File: src/rtl/health_mon_mc.sv
// rtl/health_mon_mc.sv - multi-channel entropy repetition-count and adaptive-proportion health monitor
// The proportion test is built only when HEALTHMON_APT_EN is defined.
module health_mon_mc #(
  parameter int NCH  = 4,
  parameter int CNTW = 8,
  parameter int WINW = 9
) (
  input  logic            clk,
  input  logic            rstn,
  input  logic [NCH-1:0]  digi_data_out,
  input  logic [NCH-1:0]  digi_data_vld,
  input  logic            healthtest_en,
  input  logic [CNTW-1:0] rct_cutoff,
  input  logic [WINW:0]   apt_cutoff,
  input  logic            err_clr,
  output logic [NCH-1:0]  rct_err,
  output logic [NCH-1:0]  apt_err,
  output logic            healthtest_err,
  output logic [7:0]      fail_cnt
);

  localparam int MW = WINW + 1;

  logic [NCH-1:0]           first_q, first_d;
  logic [NCH-1:0]           prev_q, prev_d;
  logic [NCH-1:0][CNTW-1:0] run_q, run_d, run_nxt;
  logic [NCH-1:0]           rct_q, rct_d;
  logic [NCH-1:0]           apt_q, apt_d;
  logic [7:0]               fail_q, fail_d;
  logic [7:0]               rise_cnt;
  logic [8:0]               fail_sum;

  // Repetition-count test: first sample of a run only seeds the reference.
  always_comb begin
    first_d = first_q;
    prev_d  = prev_q;
    run_d   = run_q;
    run_nxt = run_q;
    rct_d   = rct_q;
    for (int i = 0; i < NCH; i++) begin
      if (!healthtest_en || err_clr) begin
        first_d[i] = 1'b1;
        prev_d[i]  = 1'b0;
        run_d[i]   = '0;
        rct_d[i]   = 1'b0;
      end else if (digi_data_vld[i]) begin
        if (first_q[i]) begin
          first_d[i] = 1'b0;
          prev_d[i]  = digi_data_out[i];
          run_d[i]   = CNTW'(1);
        end else begin
          if (digi_data_out[i] == prev_q[i])
            run_nxt[i] = (&run_q[i]) ? run_q[i] : run_q[i] + CNTW'(1);
          else
            run_nxt[i] = CNTW'(1);
          run_d[i]  = run_nxt[i];
          prev_d[i] = digi_data_out[i];
          if (rct_cutoff != '0 && run_nxt[i] >= rct_cutoff)
            rct_d[i] = 1'b1;
        end
      end
    end
  end

`ifdef HEALTHMON_APT_EN
  localparam logic [1:0]    ST_IDLE  = 2'd0;
  localparam logic [1:0]    ST_REF   = 2'd1;
  localparam logic [1:0]    ST_COUNT = 2'd2;
  localparam logic [WINW:0] WIN_LEN  = {1'b1, {WINW{1'b0}}};

  logic [NCH-1:0][1:0]    st_q, st_d;
  logic [NCH-1:0]         ref_q, ref_d;
  logic [NCH-1:0][WINW:0] match_q, match_d, match_nxt;
  logic [NCH-1:0][WINW:0] win_q, win_d, win_nxt;

  always_comb begin
    st_d      = st_q;
    ref_d     = ref_q;
    match_d   = match_q;
    match_nxt = match_q;
    win_d     = win_q;
    win_nxt   = win_q;
    apt_d     = apt_q;
    for (int i = 0; i < NCH; i++) begin
      if (!healthtest_en) begin
        st_d[i]    = ST_IDLE;
        ref_d[i]   = 1'b0;
        match_d[i] = '0;
        win_d[i]   = '0;
        apt_d[i]   = 1'b0;
      end else if (err_clr) begin
        st_d[i]    = ST_REF;
        ref_d[i]   = 1'b0;
        match_d[i] = '0;
        win_d[i]   = '0;
        apt_d[i]   = 1'b0;
      end else begin
        case (st_q[i])
          ST_IDLE, ST_REF: begin
            st_d[i] = ST_REF;
            if (digi_data_vld[i]) begin
              ref_d[i]   = digi_data_out[i];
              match_d[i] = MW'(1);
              win_d[i]   = MW'(1);
              st_d[i]    = ST_COUNT;
            end
          end
          ST_COUNT: begin
            if (digi_data_vld[i]) begin
              win_nxt[i]   = win_q[i] + MW'(1);
              match_nxt[i] = match_q[i] + MW'(digi_data_out[i] == ref_q[i]);
              win_d[i]     = win_nxt[i];
              match_d[i]   = match_nxt[i];
              if (apt_cutoff != '0 && match_nxt[i] > apt_cutoff)
                apt_d[i] = 1'b1;
              // The window's last sample is scored before the state returns to REF.
              if (win_nxt[i] == WIN_LEN)
                st_d[i] = ST_REF;
            end
          end
          default: st_d[i] = ST_IDLE;
        endcase
      end
    end
  end

  always_ff @(posedge clk or negedge rstn) begin
    if (!rstn) begin
      st_q    <= {NCH{ST_IDLE}};
      ref_q   <= '0;
      match_q <= '0;
      win_q   <= '0;
    end else begin
      st_q    <= st_d;
      ref_q   <= ref_d;
      match_q <= match_d;
      win_q   <= win_d;
    end
  end
`else
  logic unused_apt_cutoff;
  assign unused_apt_cutoff = ^apt_cutoff;
  assign apt_d = '0;
`endif

  always_comb begin
    rise_cnt = '0;
    for (int i = 0; i < NCH; i++) begin
      rise_cnt = rise_cnt + 8'(rct_d[i] & ~rct_q[i]) + 8'(apt_d[i] & ~apt_q[i]);
    end
    fail_sum = {1'b0, fail_q} + {1'b0, rise_cnt};
    if (!healthtest_en)
      fail_d = fail_q;
    else if (err_clr)
      fail_d = '0;
    else
      fail_d = fail_sum[8] ? 8'hFF : fail_sum[7:0];
  end

  always_ff @(posedge clk or negedge rstn) begin
    if (!rstn) begin
      first_q <= '1;
      prev_q  <= '0;
      run_q   <= '0;
      rct_q   <= '0;
      apt_q   <= '0;
      fail_q  <= '0;
    end else begin
      first_q <= first_d;
      prev_q  <= prev_d;
      run_q   <= run_d;
      rct_q   <= rct_d;
      apt_q   <= apt_d;
      fail_q  <= fail_d;
    end
  end

  assign rct_err        = rct_q;
  assign apt_err        = apt_q;
  assign healthtest_err = (|rct_q) | (|apt_q);
  assign fail_cnt       = fail_q;

endmodule

File: config.mk
export PLATFORM = sky130hd
export DESIGN_NAME = health_mon_mc
export DESIGN_NICKNAME = d
export VERILOG_FILES = /design/src/rtl/health_mon_mc.sv
export SDC_FILE = /design/constraint.sdc
export NUM_CORES = 1
export LEC_CHECK = 0
export CORE_UTILIZATION = 40
export CTS_CLUSTER_SIZE = 12
export DETAILED_ROUTE_END_ITERATION = 12
export GPL_TIMING_DRIVEN = 0
export PLACE_DENSITY = 0.57
export SYNTH_ARGS = -nofsm -noshare
export SYNTH_HDL_FRONTEND = slang
export SYNTH_SLANG_ARGS = --single-unit
File: constraint.sdc
create_clock -name clk -period 6.8 [get_ports clk]
set_clock_uncertainty 0.2 [all_clocks]
set_input_delay 1.36 -clock clk [delete_from_list [all_inputs] [get_ports clk]]
set_output_delay 1.36 -clock clk [all_outputs]
set_load 0.05 [all_outputs]
==> summary.md, run 1 <==
| Metric | Value |
|---|---|
| Sequential share of power | 0.546 |
| Area of the multi-input gates | 0.00263 sq mm |
| Final WL | 10,200 microns |
| Fin crit period | about 6 ns |
| Fill cells | 965 |
| Worst Setup End Kind | flop |
| Antenna Cells | 0 |
| TNS Setup | 0 ns |
| Crit-path slowest cell | fa_1 |
| R2R Path End | fail_cnt[2]$_DFFE_PN0P_ |
| Critical Path Source Type | input port |
| Antenna Violating Nets Remaining | 0 |
| DRC viols | 0 |
| Tot Pwr | a little under 0.6 mW |
| WHS Path Cells | 2 |
| Sequential cell area | 0.00131 sq mm |
| # IOs | 47 |
| Gr usage total | 0.208 |
| Area growth from synthesis to layout | 13.6% |
| Rows | 36 |
| Nets | 609 |
| Yosys warns | 0 |
| Reg2Reg Depth | 20 |
| First-pass GRT wire length | 17,100 microns |
| Worst VDD drop | 0.0823 mV |
| 1st-pass router iterations | 4 |
| CTS tree | built |
| Non-Filler Instances | 669 |
| CP arrival | between 5 and 6 ns |
| Slew @ Worst Pin | 0.758 ns |
| Syn_area_per_cell | approximately 8.3 sq um |
| Distinct cell type count after synthesis | 57 |
| Post-Synthesis Cells | 496 |
| Die H | 103 microns |
| Status | complete, no violations |
| Post-synth EDFFs | 0 |
| Initial antenna violation count | 0 |
| Slew Viols, Final | 0 |
| Core area | 0.00986 sq mm |
| Seq/Total Area, Yosys | 0.317 |
| Switching power | around 0.17 mW |
| Die X | 103 microns |
| Initial core utilization | 0.418 |
| Worst reg-to-reg setup slack | 1.32 ns |
| Slew headroom | 0.494 |
| Gr ovfl total | 0 |
| Largest net degree at the start of global routing | 28 |
| Top FF cell, synth | dfrtp_1 |
| Post-DP HPWL | 7650 microns |
| Crit-path cells | clkdlybuf4s50_1 -> xor2_1 -> buf_2 -> nor3b_1 -> ha_1 -> a211o_1 -> a31oi_1 -> nor3_1 -> a211oi_1 -> nor4_1 -> fa_1 -> ha_1 -> ha_1 -> fa_1 -> a21o_1 -> and3_1 -> o21ai_0 -> o21ai_0 |
| Iter 0 DRT Violations | 130 |
| Synth Cell Area | 0.00412 sq mm |
| Cts bufs inserted | 5 |
| Fraction of power consumed by combinational cells | 0.143 |
| Die footprint | 0.0107 sq mm |
| Clk slew on worst S/H paths | 0.10 ns |
| CTS root buf | clkbuf_8 |
| Hold Crit Start | first_q[2]$_DFFE_PN1P_ |
| Final Cycle Share | 0.871 |
| Number of global-route vias before repair | 3,522 |
| Crit path max fanout | 10 |
| Final worst slack | 0.879 ns |
| CP most frequent cell | ha_1 |
| # setup viols final | 0 |
| H-tree levels | 2 |
| Worst path required time | ~6.8 ns |
| Clk Latency, worst-skew pair | 0.31 ns |
| Setup bufs post-CTS | 0 |
| RSZ-0062 raised after global routing | no |
| Clock Sinks | 52 |
| Max cap viols | 0 |
| Hold Path Sink | first_q[2]$_DFFE_PN1P_ |
| Layout cell share with drive strength beyond 1 | 0.0728 |
| Post-CTS sizing | 0 |
| Clock Tree Buf Depth | 2 |
| Static leakage | 2.08 nW |
| R2R Path Start | run_q[0]$_DFFE_PN0P_ |
| Sw frac | 0.286 |
| Hold Path Class | flop to flop |
| CTS Hold Bufs | 0 |
| Endpoints failing hold | 0 |
| PwrDens | 124 mW/mm^2 |
| Synth Register Bits | 52 |
| Int Power | 0.414 mW |
| Port-buffer cells | 29 |
| Asr flop ratio synth | 1.00 |
| Clock network fraction of total power | 0.311 |
| CP max stage delay | 0.52 ns |
| FMAX | ~0.17 GHz |
| Setup CP Type | input port to flop |
| DR vias | ~3,700 |
| DP Worst Slack | 0.573 ns |
| Drt via density | ~5.6 |
| Cells after DPL | 662 |
| Routed len/inst | 15.3 microns |
| Final GP Congestion | 0.803 |
kinds of logic (layout without fill, tap and decap cells):
logic type / Yosys count / in the layout / synth area share
AO/OA/AOI/OAI: 137 / 137 / 0.202
adder cells (fa/ha/maj): 43 / 43 / 0.134
flip-flops: 52 / 52 / 0.317
other: 1 / 4 / 0.000910
buffers and inverters: 41 / 78 / 0.0480
AND/OR/NAND/NOR: 200 / 200 / 0.247
multiplexers: 7 / 7 / 0.0170
XOR/XNOR: 15 / 15 / 0.0337
per-stage QoR:
step,cell area (sq um),hold slack (ns),util
global placement,4590,0.283,0.465
detailed placement,4600,0.288,0.467
CTS,4680,0.309,0.474
global route,4680,0.333,0.474
floorplan,4130,0.264,-
finish,4680,0.304,0.474
cell usage after synthesis, types with 3 or more instances:
cell type | instances | area (sq um)
dfrtp_1 | 48 | 1200
o21bai_1 | 3 | 22.5
o2111ai_1 | 3 | 26.3
a211oi_1 | 6 | 45.0
clkbuf_1 | 6 | 22.5
dfstp_2 | 4 | 105
nor4_1 | 4 | 25.0
o21a_1 | 4 | 30.0
nand2b_1 | 13 | 81.3
and3_1 | 12 | 75.1
a21oi_1 | 49 | 245
ha_1 | 41 | 513
nand4_1 | 7 | 43.8
buf_4 | 6 | 45.0
nor3b_1 | 6 | 45.0
nor2b_1 | 3 | 18.8
a32o_1 | 3 | 30.0
a31oi_1 | 11 | 68.8
inv_1 | 17 | 63.8
o21ai_0 | 34 | 170
buf_2 | 10 | 50.1
mux2i_1 | 7 | 70.1
or3_1 | 3 | 18.8
xnor2_1 | 4 | 35.0
nor2_1 | 64 | 240
nand2_1 | 34 | 128
nand3_1 | 23 | 115
nor3_1 | 12 | 60.1
a41o_1 | 3 | 30.0
a21o_1 | 7 | 52.6
xor2_1 | 10 | 87.6
nand3b_1 | 4 | 30.0
registers in the layout, summed over array words and instances (netlist names):
signal,cells
prev_q,4
rct_err,4
fail_cnt,8
first_q,4
run_q,32
power groups by stage:
stage          combinational, mW  sequential (mW)  clock, mW
3_3_place_gp              0.0807            0.322          0
4_1_cts                   0.0838            0.316      0.189
6_report                  0.0828            0.316      0.180
3_5_place_dp              0.0832            0.322          0
5_1_grt                   0.0935            0.317      0.201
2_1_floorplan             0.0487            0.322          0
cell usage in the layout, fill, tap and decap left out, drive strengths merged, types with 4 or more instances in the layout:
master / n
and3: 12
a21oi: 49
o21ai: 35
nand2: 35
nor4: 4
nor3b: 7
buf: 19
a31oi: 11
nand3b: 4
a21o: 7
nor2: 64
clkbuf: 13
inv: 17
dfrtp: 48
ha: 41
nand3: 24
dfstp: 4
xor2: 11
mux2i: 7
o21a: 4
conb: 4
nand4: 7
a211oi: 6
nor3: 14
nand2b: 13
or2: 4
xnor2: 4
clkdlybuf4s50: 28
layout make-up:
cell class	instances	area share
plain buffers	24	0.0286
clock buffers	6	0.0155
clock inverters	1	0.00107
inverters	17	0.0136
multi-input cells	406	0.561
flip-flops and latches	52	0.279
well taps	133	0.0356
repair buffers	30	0.0652
routing by layer:
metal,vias to the layer above,wire (microns),global-route usage
met5,-,0,0
met4,0,59,0.0358
met3,5,313,0.0309
met2,61,4690,0.347
met1,1787,5170,0.289
li1,1872,-,-
how the worst max path moves through the flow:
stage | endpoint | slack, ns | start
global route | fail_cnt[2]$_DFFE_PN0P_ | 0.50 | digi_data_out[0]
floorplan | fail_cnt[2]$_DFFE_PN0P_ | 1.50 | digi_data_out[0]
detailed placement | fail_cnt[2]$_DFFE_PN0P_ | 0.57 | digi_data_out[0]
global placement | fail_cnt[2]$_DFFE_PN0P_ | 0.58 | digi_data_out[0]
CTS | fail_cnt[2]$_DFFE_PN0P_ | 0.87 | digi_data_out[0]
finish | fail_cnt[2]$_DFFE_PN0P_ | 0.88 | digi_data_out[0]
critical path, delay by kind of cell:
| kind | cells | cell delay, ns |
|---|---|---|
| AOI/OAI and AO/OA | 6 | 1.31 |
| xor gates and xnor gates | 1 | 0.19 |
| adders and majority gates | 5 | 1.78 |
| buffers and inverters | 2 | 0.74 |
| and+or+nand+nor | 4 | 0.51 |
Note: power is estimated with default switching activity, not from simulation.
==> inputs of run 2 (changes only) <==
PLACE_DENSITY = default   (was 0.57)
PLACE_DENSITY_LB_ADDON = 0.15   (was default)
clock period = 6.5 ns   (was 6.8 ns; I/O delays follow)
==> run 2 against run 1 <==
  * Largest power group unchanged
  * Routed wire length rose by 1.1%
  * Die area did not move
  * Critical path type unchanged
  * Core utilization rose by 0.13 points
  * Flip-flop and latch count did not move
  * Combinational power rose by 3.5%
  * Final area rose by 0.27%
  * Clock power rose by 13%
  * Sequential share of layout area fell by 0.074 points
  * First-iteration DRC count rose by 25%
  * Register-to-register slack got worse by 0.25 ns
  * Critical path depth did not move
  * Cell count rose by 0.15%
  * Highest routed layer unchanged
==> summary.md, run 2 (synthesis gave the netlist of run 1 again) <==
| Metric | Value |
|---|---|
| CP arrival | 5.78 ns (was 5.90 ns) |
| Final WL | 10,400 microns (was 10,200 microns) |
| Crit path max fanout | 10 (unchanged) |
| Cells after DPL | 662 (unchanged) |
| Largest net degree at the start of global routing | 29 (was 28) |
| Initial antenna violation count | 0 (unchanged) |
| # IOs | 47 (unchanged) |
| Crit path max-delay family | adder cells (unchanged) |
| First-pass GRT wire length | 17,500 microns (was 17,100 microns) |
| FMAX | 0.172 GHz |
| DRC viols | 0 (unchanged) |
| CTS Hold Bufs | 0 (unchanged) |
| Number of global-route vias before repair | 3,603 (was 3,522) |
| Die H | 103 microns (unchanged) |
| Cts bufs inserted | 5 (unchanged) |
| CP most frequent cell | ha_1 (unchanged) |
| Endpoints failing hold | 0 (unchanged) |
| TNS Setup | 0 ns (unchanged) |
| PwrDens | 132 mW/mm^2 (was 124 mW/mm^2) |
| Core Util, Final | 0.476 (was 0.474) |
| CTS root buf | clkbuf_8 (unchanged) |
| Initial core utilization | 0.418 (unchanged) |
| Crit-path slowest cell | fa_1 (unchanged) |
| Setup bufs post-CTS | 0 (unchanged) |
| Post-DP HPWL | 7710 microns (was 7650 microns) |
| DR vias | 3,753 (was 3,725) |
| Gr ovfl total | 0 (unchanged) |
| Hold Path Class | flop to flop (unchanged) |
| Slew @ Worst Pin | 0.707 ns (was 0.758 ns) |
| H-tree levels | 2 (unchanged) |
| Biggest register | run_q (unchanged) |
| Max cap viols | 0 (unchanged) |
| CP max stage delay | 0.51 ns (was 0.52 ns) |
| Max reg flops | 32 (unchanged) |
| Status | complete, no violations (unchanged) |
| Iter 0 DRT Violations | 163 (was 130) |
| Area growth from synthesis to layout | 13.9% (was 13.6%) |
| Worst VDD drop | 0.0824 mV (was 0.0823 mV) |
| Worst path required time | 6.48 ns (was 6.78 ns) |
| Final worst slack | 0.699 ns (was 0.879 ns) |
| DP Worst Slack | 0.381 ns (was 0.573 ns) |
| Rows | 36 (unchanged) |
| RSZ-0062 raised after global routing | no (unchanged) |
| Buf/Inv on CP | 2 (unchanged) |
| Critical Path Source Type | input port (unchanged) |
| Clk Latency, worst-skew pair | 0.31 ns (about the same) |
| Core area | 0.00986 sq mm (unchanged) |
| Port-buffer cells | 29 (unchanged) |
| 1st-pass router iterations | 4 (unchanged) |
| CTS tree | built (unchanged) |
| Die footprint | 0.0107 sq mm (unchanged) |
| Drt via density | 5.60 (was 5.57) |
| Layout cell share with drive strength beyond 1 | 0.0726 (was 0.0728) |
| Clock Sinks | 52 (unchanged) |
| Slew headroom | 0.529 (was 0.494) |
| Clock Tree Buf Depth | 2 (unchanged) |
| Routed len/inst | 15.5 microns (was 15.3 microns) |
| Final Cycle Share | 0.892 |
| Clk slew on worst S/H paths | 0.10 ns (about the same) |
| Leading cell type in the layout, fill and taps excluded | nor2_1 (unchanged) |
| Crit-path cells | clkdlybuf4s50_1 -> xor2_1 -> buf_2 -> nor3b_1 -> ha_1 -> a211o_1 -> a31oi_1 -> nor3_1 -> a211oi_1 -> nor4_1 -> fa_1 -> ha_1 -> ha_1 -> fa_1 -> a21o_1 -> and3_1 -> o21ai_0 -> o21ai_0 (unchanged) |
| Slew Viols, Final | 0 (unchanged) |
| Final GP Congestion | 0.823 (was 0.803) |
| Setup CP Type | input port to flop (unchanged) |
| Post-CTS sizing | 0 (unchanged) |
| Antenna Violating Nets Remaining | 0 (unchanged) |
| Antenna Cells | 0 (unchanged) |
| # setup viols final | 0 (unchanged) |
| Nets | 609 (unchanged) |
| Gr usage total | 0.209 (was 0.208) |
| Commonest non-fill, non-tap cells in the layout | nor2_1 (64), a21oi_1 (49), dfrtp_1 (48) (unchanged) |
| Static leakage | 2.09 nW (was 2.08 nW) |
| Worst Setup End Kind | flop (unchanged) |
| Die X | 103 microns (unchanged) |
| Fin crit period | about 5.8 ns |
| Non-Filler Instances | 670 (was 669) |
[run 2: final timing paths]
check                                            start                 endpoint  slack (ns)  depth (start not counted)
worst min-delay path            first_q[3]$_DFFE_PN1P_   first_q[3]$_DFFE_PN1P_        0.30                          2
max in group asynchronous                         rstn   first_q[1]$_DFFE_PN1P_        4.66                          2
worst min register to register  first_q[3]$_DFFE_PN1P_   first_q[3]$_DFFE_PN1P_        0.30                          2
worst max-delay path                  digi_data_out[0]  fail_cnt[2]$_DFFE_PN0P_        0.70                         18
min in group asynchronous                         rstn     run_q[6]$_DFFE_PN0P_        0.79                          1
worst max register to register    run_q[0]$_DFFE_PN0P_  fail_cnt[2]$_DFFE_PN0P_        1.07                         20
[run 2: layout make-up]
cell class                      instances  area (sq um)
Clock buffer                            8          90.1
Tap cell                              133           166
Multi-Input combinational cell        406          2630
Buffer                                 24           134
Timing Repair Buffer                   30           305
Fill cell                             999          5170
Inverter                               17          63.8
Sequential cell                        52          1310
[run 2: per-stage QoR]
step                instance area, sq um  power (mW)  hold WS (ns)
detailed placement                  4600       0.424         0.288
global route                        4690       0.650         0.329
CTS                                 4690       0.629         0.304
finish                              4690       0.620         0.305
floorplan                           4130       0.387         0.264
global placement                    4590       0.421         0.280
[run 2: power breakdown]
part           switching, mW  internal, mW  total (mW)
Combinational         0.0544        0.0314      0.0857
Sequential           0.00351         0.327       0.331
Clock                  0.116        0.0875       0.203
[run 2: per-layer routing]
layer | wire (microns) | global-route usage | vias up
li1 | - | - | 1878
met1 | 5120 | 0.288 | 1811
met3 | 269 | 0.0269 | 8
met2 | 4850 | 0.354 | 56
met4 | 121 | 0.0423 | 0
met5 | 0 | 0 | -
[run 2: tightest hold or removal path, cell delays in order (launching register included)]
cell and delay, ns:
dfstp_2 0.39, inv_1 0.04, o21ai_0 0.07
